==> src/rtl/score_pkg.sv <==
// Shared types and BCD helper for the score tracker.
package score_pkg;

  typedef enum logic [1:0] {PLAY, ADD, DONE} score_state_t;

  typedef logic [3:0] bcd_digit_t;

  localparam bcd_digit_t BCD_MAX = 4'd9;

  typedef struct packed {
    bcd_digit_t tens;
    bcd_digit_t ones;
  } score_t;

  // Two-digit BCD add of a 0..9 addend; saturates at 99 instead of wrapping.
  function automatic score_t bcd_add(input score_t s, input logic [3:0] addend);
    score_t     res;
    logic [4:0] ones_sum;
    logic [4:0] tens_sum;
    logic       carry;
    ones_sum = {1'b0, s.ones} + {1'b0, addend};
    carry    = (ones_sum > 5'd9);
    if (carry) ones_sum = ones_sum - 5'd10;
    tens_sum = {1'b0, s.tens} + {4'd0, carry};
    if (tens_sum > 5'd9) begin
      res.tens = BCD_MAX;
      res.ones = BCD_MAX;
    end else begin
      res.tens = tens_sum[3:0];
      res.ones = ones_sum[3:0];
    end
    return res;
  endfunction

endpackage

==> src/rtl/btn_debounce_pulse.sv <==
// Button conditioner: 2-FF synchroniser, stability counter, rising-edge PRESS pulse.
module btn_debounce_pulse #(
  parameter int DEBOUNCE_CYCLES = 500000
) (
  input  logic CLK,
  input  logic R,
  input  logic BTN,
  output logic LEVEL,
  output logic PRESS
);

  localparam int CW = (DEBOUNCE_CYCLES > 1) ? $clog2(DEBOUNCE_CYCLES) : 1;
  localparam logic [CW-1:0] CNT_LAST = CW'(DEBOUNCE_CYCLES - 1);

  logic          sync1_q, sync2_q;
  logic          level_q, level_d;
  logic          press_q, press_d;
  logic [CW-1:0] cnt_q, cnt_d;

  // Counter only runs while the synced input disagrees with the accepted level,
  // so any bounce back to the accepted level restarts the stability window.
  always_comb begin
    cnt_d   = '0;
    level_d = level_q;
    if (sync2_q != level_q) begin
      if (cnt_q == CNT_LAST) level_d = sync2_q;
      else                   cnt_d   = cnt_q + 1'b1;
    end
    press_d = level_d & ~level_q;
  end

  always_ff @(posedge CLK or negedge R) begin
    if (!R) begin
      sync1_q <= 1'b0;
      sync2_q <= 1'b0;
      cnt_q   <= '0;
      level_q <= 1'b0;
      press_q <= 1'b0;
    end else begin
      sync1_q <= BTN;
      sync2_q <= sync1_q;
      cnt_q   <= cnt_d;
      level_q <= level_d;
      press_q <= press_d;
    end
  end

  assign LEVEL = level_q;
  assign PRESS = press_q;

endmodule

==> src/rtl/score_tracker.sv <==
// Debounced submit -> per-round BCD score accumulation, round counting and game-over flag.
module score_tracker
  import score_pkg::*;
#(
  parameter int DEBOUNCE_CYCLES = 500000,
  parameter int NUM_ROUNDS      = 10,
  parameter int MAX_PER_ROUND   = 5
) (
  input  logic       CLK,
  input  logic       R,
  input  logic       BTN,
  input  logic [3:0] NUM_CORRECT,
  output logic [3:0] SCORE_TENS,
  output logic [3:0] SCORE_ONES,
  output logic [3:0] ROUND,
  output logic       SCORE_VALID,
  output logic       GAME_OVER
);

  localparam logic [3:0] LAST_ROUND = 4'(NUM_ROUNDS);
  localparam logic [3:0] CLAMP      = 4'(MAX_PER_ROUND);

  logic btn_level, btn_press, press;

  btn_debounce_pulse #(.DEBOUNCE_CYCLES(DEBOUNCE_CYCLES)) u_btn (
    .CLK   (CLK),
    .R     (R),
    .BTN   (BTN),
    .LEVEL (btn_level),
    .PRESS (btn_press)
  );

  // The pulse only ever fires alongside a high accepted level; qualifying keeps the pair coherent.
  assign press = btn_press & btn_level;

  score_state_t state_q, state_d;
  logic [3:0]   addend_q, addend_d;
  score_t       score_q, score_d, score_sum;
  logic [3:0]   round_q, round_d;
  logic         valid_q, valid_d;
  logic         over_q, over_d;

  assign score_sum = bcd_add(score_q, addend_q);

  always_comb begin
    state_d  = state_q;
    addend_d = addend_q;
    score_d  = score_q;
    round_d  = round_q;
    valid_d  = 1'b0;
    over_d   = over_q;
    case (state_q)
      PLAY: begin
        if (press) begin
          addend_d = (NUM_CORRECT > CLAMP) ? CLAMP : NUM_CORRECT;
          state_d  = ADD;
        end
      end
      ADD: begin
        score_d = score_sum;
        valid_d = 1'b1;
        if (round_q == LAST_ROUND) begin
          over_d  = 1'b1;
          state_d = DONE;
        end else begin
          round_d = round_q + 4'd1;
          state_d = PLAY;
        end
      end
      DONE: begin
        if (press) begin
          score_d = '0;
          round_d = 4'd1;
          over_d  = 1'b0;
          state_d = PLAY;
        end
      end
      default: state_d = PLAY;
    endcase
  end

  always_ff @(posedge CLK or negedge R) begin
    if (!R) begin
      state_q  <= PLAY;
      addend_q <= '0;
      score_q  <= '0;
      round_q  <= 4'd1;
      valid_q  <= 1'b0;
      over_q   <= 1'b0;
    end else begin
      state_q  <= state_d;
      addend_q <= addend_d;
      score_q  <= score_d;
      round_q  <= round_d;
      valid_q  <= valid_d;
      over_q   <= over_d;
    end
  end

  assign SCORE_TENS  = score_q.tens;
  assign SCORE_ONES  = score_q.ones;
  assign ROUND       = round_q;
  assign SCORE_VALID = valid_q;
  assign GAME_OVER   = over_q;

endmodule

==> config.mk <==
export PLATFORM = sky130hd
export DESIGN_NAME = score_tracker
export DESIGN_NICKNAME = d
export VERILOG_FILES = /design/src/rtl/score_pkg.sv /design/src/rtl/btn_debounce_pulse.sv /design/src/rtl/score_tracker.sv
export SDC_FILE = /design/constraint.sdc
export NUM_CORES = 1
export LEC_CHECK = 0
export CAP_MARGIN = 0
export CORE_UTILIZATION = 40
export DETAILED_ROUTE_END_ITERATION = 16
export HOLD_SLACK_MARGIN = 0.12
export PLACE_DENSITY = 0.69
export SLEW_MARGIN = 10
export SYNTH_ARGS = -nofsm -noshare
export SYNTH_HDL_FRONTEND = slang
export SYNTH_SLANG_ARGS = --single-unit
==> constraint.sdc <==
create_clock -name CLK -period 8.24 [get_ports CLK]
set_clock_uncertainty 0.15 [all_clocks]
set_input_delay 1.236 -clock CLK [delete_from_list [all_inputs] [get_ports CLK]]
set_output_delay 1.236 -clock CLK [all_outputs]
set_load 0.05 [all_outputs]
==> results of run 1 <==
[area by class of cell]
class                           count  area [um^2]
Inverter                           11        41.29
Fill cell                         514         2846
Tap cell                           72        90.09
Timing Repair Buffer               20        195.2
Clock buffer                        6        72.57
Multi-Input combinational cell    177         1191
Clock inverter                      2        60.06
Sequential cell                    43         1077
[sequential cells by signal, indices dropped and copies added, names as in the netlist]
name           count
GAME_OVER          1
ROUND              4
SCORE_ONES         4
SCORE_TENS         4
SCORE_VALID        1
addend_q           4
state_q            2
u_btn.LEVEL        1
u_btn.PRESS        1
u_btn.cnt_q       19
u_btn.sync1_q      1
u_btn.sync2_q      1
[kinds of logic (layout without fill, tap and decap cells)]
group | Yosys count | in the layout
compound gates | 46 | 46
mux | 2 | 2
buf+inv | 19 | 39
xor+xnor | 16 | 16
fa+ha+maj | 11 | 11
simple gates | 102 | 102
flops | 43 | 43
[routing by layer]
layer	vias up	GRT usage, %	routed length, um
li1	913	-	-
met1	889	20.42	2154
met4	0	5.556	23
met5	-	0	0
met3	2	3.605	142
met2	26	26.26	2143
[power breakdown]
group	switching, mW	total, mW	leakage, nW	internal (mW)
Clock	0.0703	0.191	0.0654	0.121
Sequential	0.00169	0.214	0.574	0.213
Combinational	0.00753	0.0115	0.514	0.00396
[cell usage after synthesis (3+ instances only)]
master    count  area [um^2]
o31ai_1       4        30.03
a211oi_1      5        37.54
inv_1        11        41.29
nand3_1      11        55.05
a21oi_1      15        75.07
nor3_1        3        15.01
and2_1        3        18.77
nand2_1      15        56.30
ha_1         10        125.1
nand2b_1      4        25.02
o21ai_0       5        25.02
xor2_1        9        78.83
xnor2_1       7        61.31
nand4_1       7        43.79
dfrtp_1      42         1051
or4_1         4        30.03
a21o_1        4        30.03
nor4_1        5        31.28
or3_1         4        25.02
clkbuf_1      3        11.26
nor2_1       28        105.1
[worst paths after layout]
check                               from              to  slack (ns)  depth (start not counted)
max in group asynchronous              R  u_btn.cnt_q[6]        6.42                          1
setup / recovery           SCORE_ONES[0]   SCORE_ONES[2]        4.91                         10
hold reg to reg            u_btn.sync1_q   u_btn.sync2_q        0.22                          0
min in group asynchronous              R   SCORE_TENS[2]        0.93                          1
setup reg to reg           SCORE_ONES[0]   SCORE_ONES[2]        4.91                         10
hold / removal             u_btn.sync1_q   u_btn.sync2_q        0.22                          0
[per-stage QoR]
step           area, um^2  utilization (%)  cells  hold slack (ns)
5_1_grt              2728            48.93    331           0.2444
6_report             2728            48.93    331           0.2234
4_1_cts              2728            48.93    331           0.2228
3_5_place_dp         2595            46.55    323           0.2050
3_3_place_gp         2595            46.55    323           0.2054
2_1_floorplan        2351                -    239           0.1812
[critical path: stages, from the launching register on]
cell and delay [ns]:
dfrtp_1 0.38, ha_1 0.23, inv_1 0.07, fa_1 0.66
nand2_1 0.15, a21o_1 0.21, ha_1 0.19, ha_1 0.29
or4_1 0.50, nand3_1 0.23, a32o_1 0.21
==> results.tsv, run 1 <==
metric	value	unit
status	finished clean	
CTS sink cnt	43	
I/O pin cnt	21	
initial antenna violation count	0	
Starting Density	42.18	%
CP arrival	3.41	ns
total CTS buffers	5	
Final Hold Fails	0	
maximum clock frequency	300.3	MHz
Post-synth top flop	dfrtp_1	
CTS Buffer Depth	2	
MaxCap Viol Count	0	
Die X	78.67	um
num rows	27	
Clock Latency Late Sink	0.29	ns
CP Capture Type	flop	
critical path fanouts, max	9	
final worst path period share	40.42	%
Max IR drop VDD	0.1020	mV
CTS Hold Bufs	0	
die height	78.67	um
XOR/XNOR share of the synthesized area	5.961	%
mux cell area share after synthesis	0.9047	%
DRC	0	
post-synthesis cell count	239	
# resized after CTS	0	
share of flip-flops with an asynchronous set or reset	100.0	%
Congestion Overflow GR	0	
GPL Wtd Cong	0.8298	
DRT iter0 DRCs	72	
Root Driver	clkbuf_8	
most frequent cells in the layout	dfrtp_1 (42), nor2_1 (28), clkdlybuf4s50_1 (19)	
overall power	0.4172	mW
NumNets Final	276	
router iterations before antenna repair	4	
hold crit path type	reg -> reg	
Synth Warn #	0	
total number of vias	1830	
Core Area	5574	um^2
Antenna Nets Post-Route	0	
first-pass GRT wire length	7.845	mm
setup tns final	0	ns
Layout area overhead	16.02	%
fin crit period	3.330	ns
Power Density	153.0	nW/um^2
main combinational cell family by area after synthesis	simple AND/OR/NAND/NOR gates	
Setup WS post-layout	4.910	ns
Slew Viols, Final	0	
WL/cell	13.48	um
CP Data Required Time	8.32	ns
Seq/Total Area, Yosys	45.82	%
TritonCTS clock tree	yes	
Simple-Gate Fraction of Synth Area	23.84	%
die area	6188	um^2
post-CTS setup buffer count	0	
ANT cells	0	
syn_area_per_cell	9.837	um^2
critical path class	reg -> reg	
Netlist Area Pre-Place	2351	um^2
vias in the first global route	1758	
DR vias/cell	5.529	
final wirelength	4.463	mm
largest net degree at the start of global routing	44	
Net Count, Synth	257	
RSZ-0062 raised after global routing	no	
IO buf count	20	
post-synthesis compound-gate area fraction	13.78	%
number of enable flip-flop cells after synthesis	0	
GRT Overall Usage	15.95	%
most common cell after layout, fill and taps aside	dfrtp_1	
Tightest Pin Transition	0.9369	ns
adder-cell share of the synthesized area	6.173	%
clock-pin slew of the registers on the worst-case setup and hold paths	0.09	ns
Leak	1.154	nW
Synth cell types	55	
share of cells above drive strength 1	5.792	%
Setup WS pre-CTS	4.920	ns
Yosys reg bits	43	
post-DP HPWL	3.131	mm
max_slew headroom	37.54	%
Startpoint Class	flop	
# setup viols final	0	
H-Tree Depth	2	
Power figures use the tool's default switching activity.
==> inputs of run 2 (changes only) <==
Settings changed: PLACE_DENSITY 0.69 to 0.71.
Clock period 8.24 ns to 3 ns, I/O delays scaled along.
==> run 2 against run 1 <==
Net effect: critical path depth grew 1; via count grew 3.0%; sequential share of layout area decreased by 2.2 points; combinational power increased to 2.7 times the previous value; sequential cell count unchanged; non-clock buffer count rose by 9; fmax rose by 15%; critical endpoint is now SCORE_ONES[3]; largest power group unchanged.
==> results.tsv, run 2 (synthesized netlist as in run 1, its figures left out) <==
metric	value	unit	change
status	finished clean		unchanged
IO buf count	20		unchanged
DRC	0		unchanged
critical path fanouts, max	5		was 9
Power Density	350.5	nW/um^2	was 153.0 nW/um^2
max reg flops	19		unchanged
hold crit path type	in -> async		was reg -> reg
critical path class	reg -> reg		unchanged
Core Area	5574	um^2	unchanged
CP Capture Type	flop		unchanged
CP Data Required Time	3.02	ns	was 8.32 ns
CP dominant cell by count	ha_4		was ha_1
Top reg by flops	u_btn.cnt_q		unchanged
Leak	1.205	nW	was 1.154 nW
CTS Buffer Depth	2		unchanged
WL/cell	13.93	um	was 13.48 um
H-Tree Depth	2		unchanged
Tightest Pin Transition	0.9264	ns	was 0.9369 ns
clock-pin slew of the registers on the worst-case setup and hold paths	0.08	ns	was 0.09 ns
DRT iter0 DRCs	46		was 72
CP Cell Sequence	ha_4 > inv_2 > fa_2 > nand2b_4 > a21oi_2 > a21o_1 > ha_4 > ha_4 > or4_4 > nand4_1 > o311ai_1		was ha_1 > inv_1 > fa_1 > nand2_1 > a21o_1 > ha_1 > ha_1 > or4_1 > nand3_1 > a32o_1
Slowest cell on crit path	or4_4		was fa_1
NumNets Final	285		was 276
Slew Viols, Final	0		unchanged
setup tns final	0	ns	unchanged
router iterations before antenna repair	4		unchanged
most frequent cells in the layout	dfrtp_1 (38), nor2_1 (28), clkdlybuf4s50_1 (19)		was dfrtp_1 (42), nor2_1 (28), clkdlybuf4s50_1 (19)
maximum clock frequency	345.6	MHz	was 300.3 MHz
die height	78.67	um	unchanged
CTS sink cnt	43		unchanged
initial antenna violation count	0		unchanged
fin crit period	2.894	ns	was 3.330 ns
CP arrival	2.91	ns	was 3.41 ns
Starting Density	42.18	%	unchanged
vias in the first global route	1824		was 1758
TritonCTS clock tree	yes		unchanged
final worst path period share	96.46	%	was 40.42%
num rows	27		unchanged
Congestion Overflow GR	0		unchanged
first-pass GRT wire length	8.190	mm	was 7.845 mm
I/O pin cnt	21		unchanged
most common cell after layout, fill and taps aside	dfrtp_1		unchanged
DR vias/cell	5.544		was 5.529
GPL Wtd Cong	0.8419		was 0.8298
Crit path largest cell delay	0.56	ns	was 0.66 ns
max_slew headroom	38.24	%	was 37.54%
largest net degree at the start of global routing	44		unchanged
Startpoint Class	flop		unchanged
Layout area overhead	23.42	%	was 16.02%
Max IR drop VDD	0.2515	mV	was 0.1020 mV
overall power	1.017	mW	was 0.4172 mW
Die X	78.67	um	unchanged
CTS Hold Bufs	0		unchanged
Clock Latency Late Sink	0.30	ns	was 0.29 ns
# setup viols final	0		unchanged
Root Driver	clkbuf_8		unchanged
post-DP HPWL	3.312	mm	was 3.131 mm
share of cells above drive strength 1	17.16	%	was 5.792%
total number of vias	1885		was 1830
die area	6188	um^2	unchanged
Final Hold Fails	0		unchanged
GRT Overall Usage	16.88	%	was 15.95%
final wirelength	4.736	mm	was 4.463 mm
total CTS buffers	5		unchanged
ANT cells	0		unchanged
Antenna Nets Post-Route	0		unchanged
MaxCap Viol Count	0		unchanged
[run 2: changes by cell type in the layout (fill, tap and decap cells not counted), moves of 2 or more]
| cell | change |
|---|---|
| buf_4 | +9 |
| nand2b_1 | -2 |
| dfrtp_2 | +4 |
| dfrtp_1 | -4 |
| nand2b_4 | +2 |
| a211oi_2 | +2 |
| bufinv_16 | -2 |
| ha_1 | -5 |
| a211oi_1 | -2 |
| clkbuf_8 | +2 |
| ha_4 | +5 |
[run 2: final timing paths]
kind	from	end	slack (ns)	cells past startpoint
setup / recovery	SCORE_ONES[0]	SCORE_ONES[3]	0.11	11
max in group asynchronous	R	SCORE_ONES[1]	1.93	1
hold / removal	R	SCORE_TENS[1]	0.14	1
min in group CLK	u_btn.sync1_q	u_btn.sync2_q	0.21	0
setup reg to reg	SCORE_ONES[0]	SCORE_ONES[3]	0.11	11
hold reg to reg	u_btn.sync1_q	u_btn.sync2_q	0.21	0
[run 2: worst max-delay path, delay by kind of cell (launching register included)]
| family | cells | cell delay, ns |
|---|---|---|
| flip-flops | 1 | 0.40 |
| AND/OR/NAND/NOR | 3 | 0.85 |
| AO/OA/AOI/OAI | 3 | 0.44 |
| buffers and inverters | 1 | 0.04 |
| adder cells (fa/ha/maj) | 4 | 0.89 |
[run 2: power by group]
| part | switching [mW] | internal, mW |
|---|---|---|
| logic | 0.0205 | 0.0111 |
| clock network | 0.187 | 0.210 |
| registers | 0.00447 | 0.584 |
| total | 0.212 | 0.805 |
[run 2: what timing repair did]
action	CTS	global route
setup buffers	0	3
gates resized for setup	0	8
endpoints found under the setup margin	0	7
[run 2: layout make-up]
| cell class | count | area (um^2) |
|---|---|---|
| multi-input combinational | 177 | 1325 |
| clock buffer | 8 | 100.1 |
| inverter | 11 | 41.29 |
| tap | 72 | 90.09 |
| sequential | 43 | 1082 |
| fill | 500 | 2673 |
| timing repair buffer | 29 | 262.8 |
[run 2: per-stage QoR]
stage / hold WS (ns) / worst slack (ns) / utilization (%) / cell area (um^2) / std cells
floorplan: 0.004409 / -0.04288 / - / 2429 / 239
global placement: 0.2072 / 0.08289 / 48.73 / 2716 / 329
detailed placement: 0.1965 / 0.02722 / 48.73 / 2716 / 329
CTS: 0.1808 / 0.01391 / 50.53 / 2816 / 337
global route: 0.2237 / -0.01309 / 52.05 / 2902 / 340
finish: 0.1393 / 0.1062 / 52.05 / 2902 / 340
[run 2: per-layer routing]
layer,vias to the layer above,share of wire (%),global-route usage (%)
li1,930,-,-
met1,922,46,20.76
met2,26,49,28.70
met3,7,2.7,3.488
met4,0,1.5,6.667
met5,-,0,0
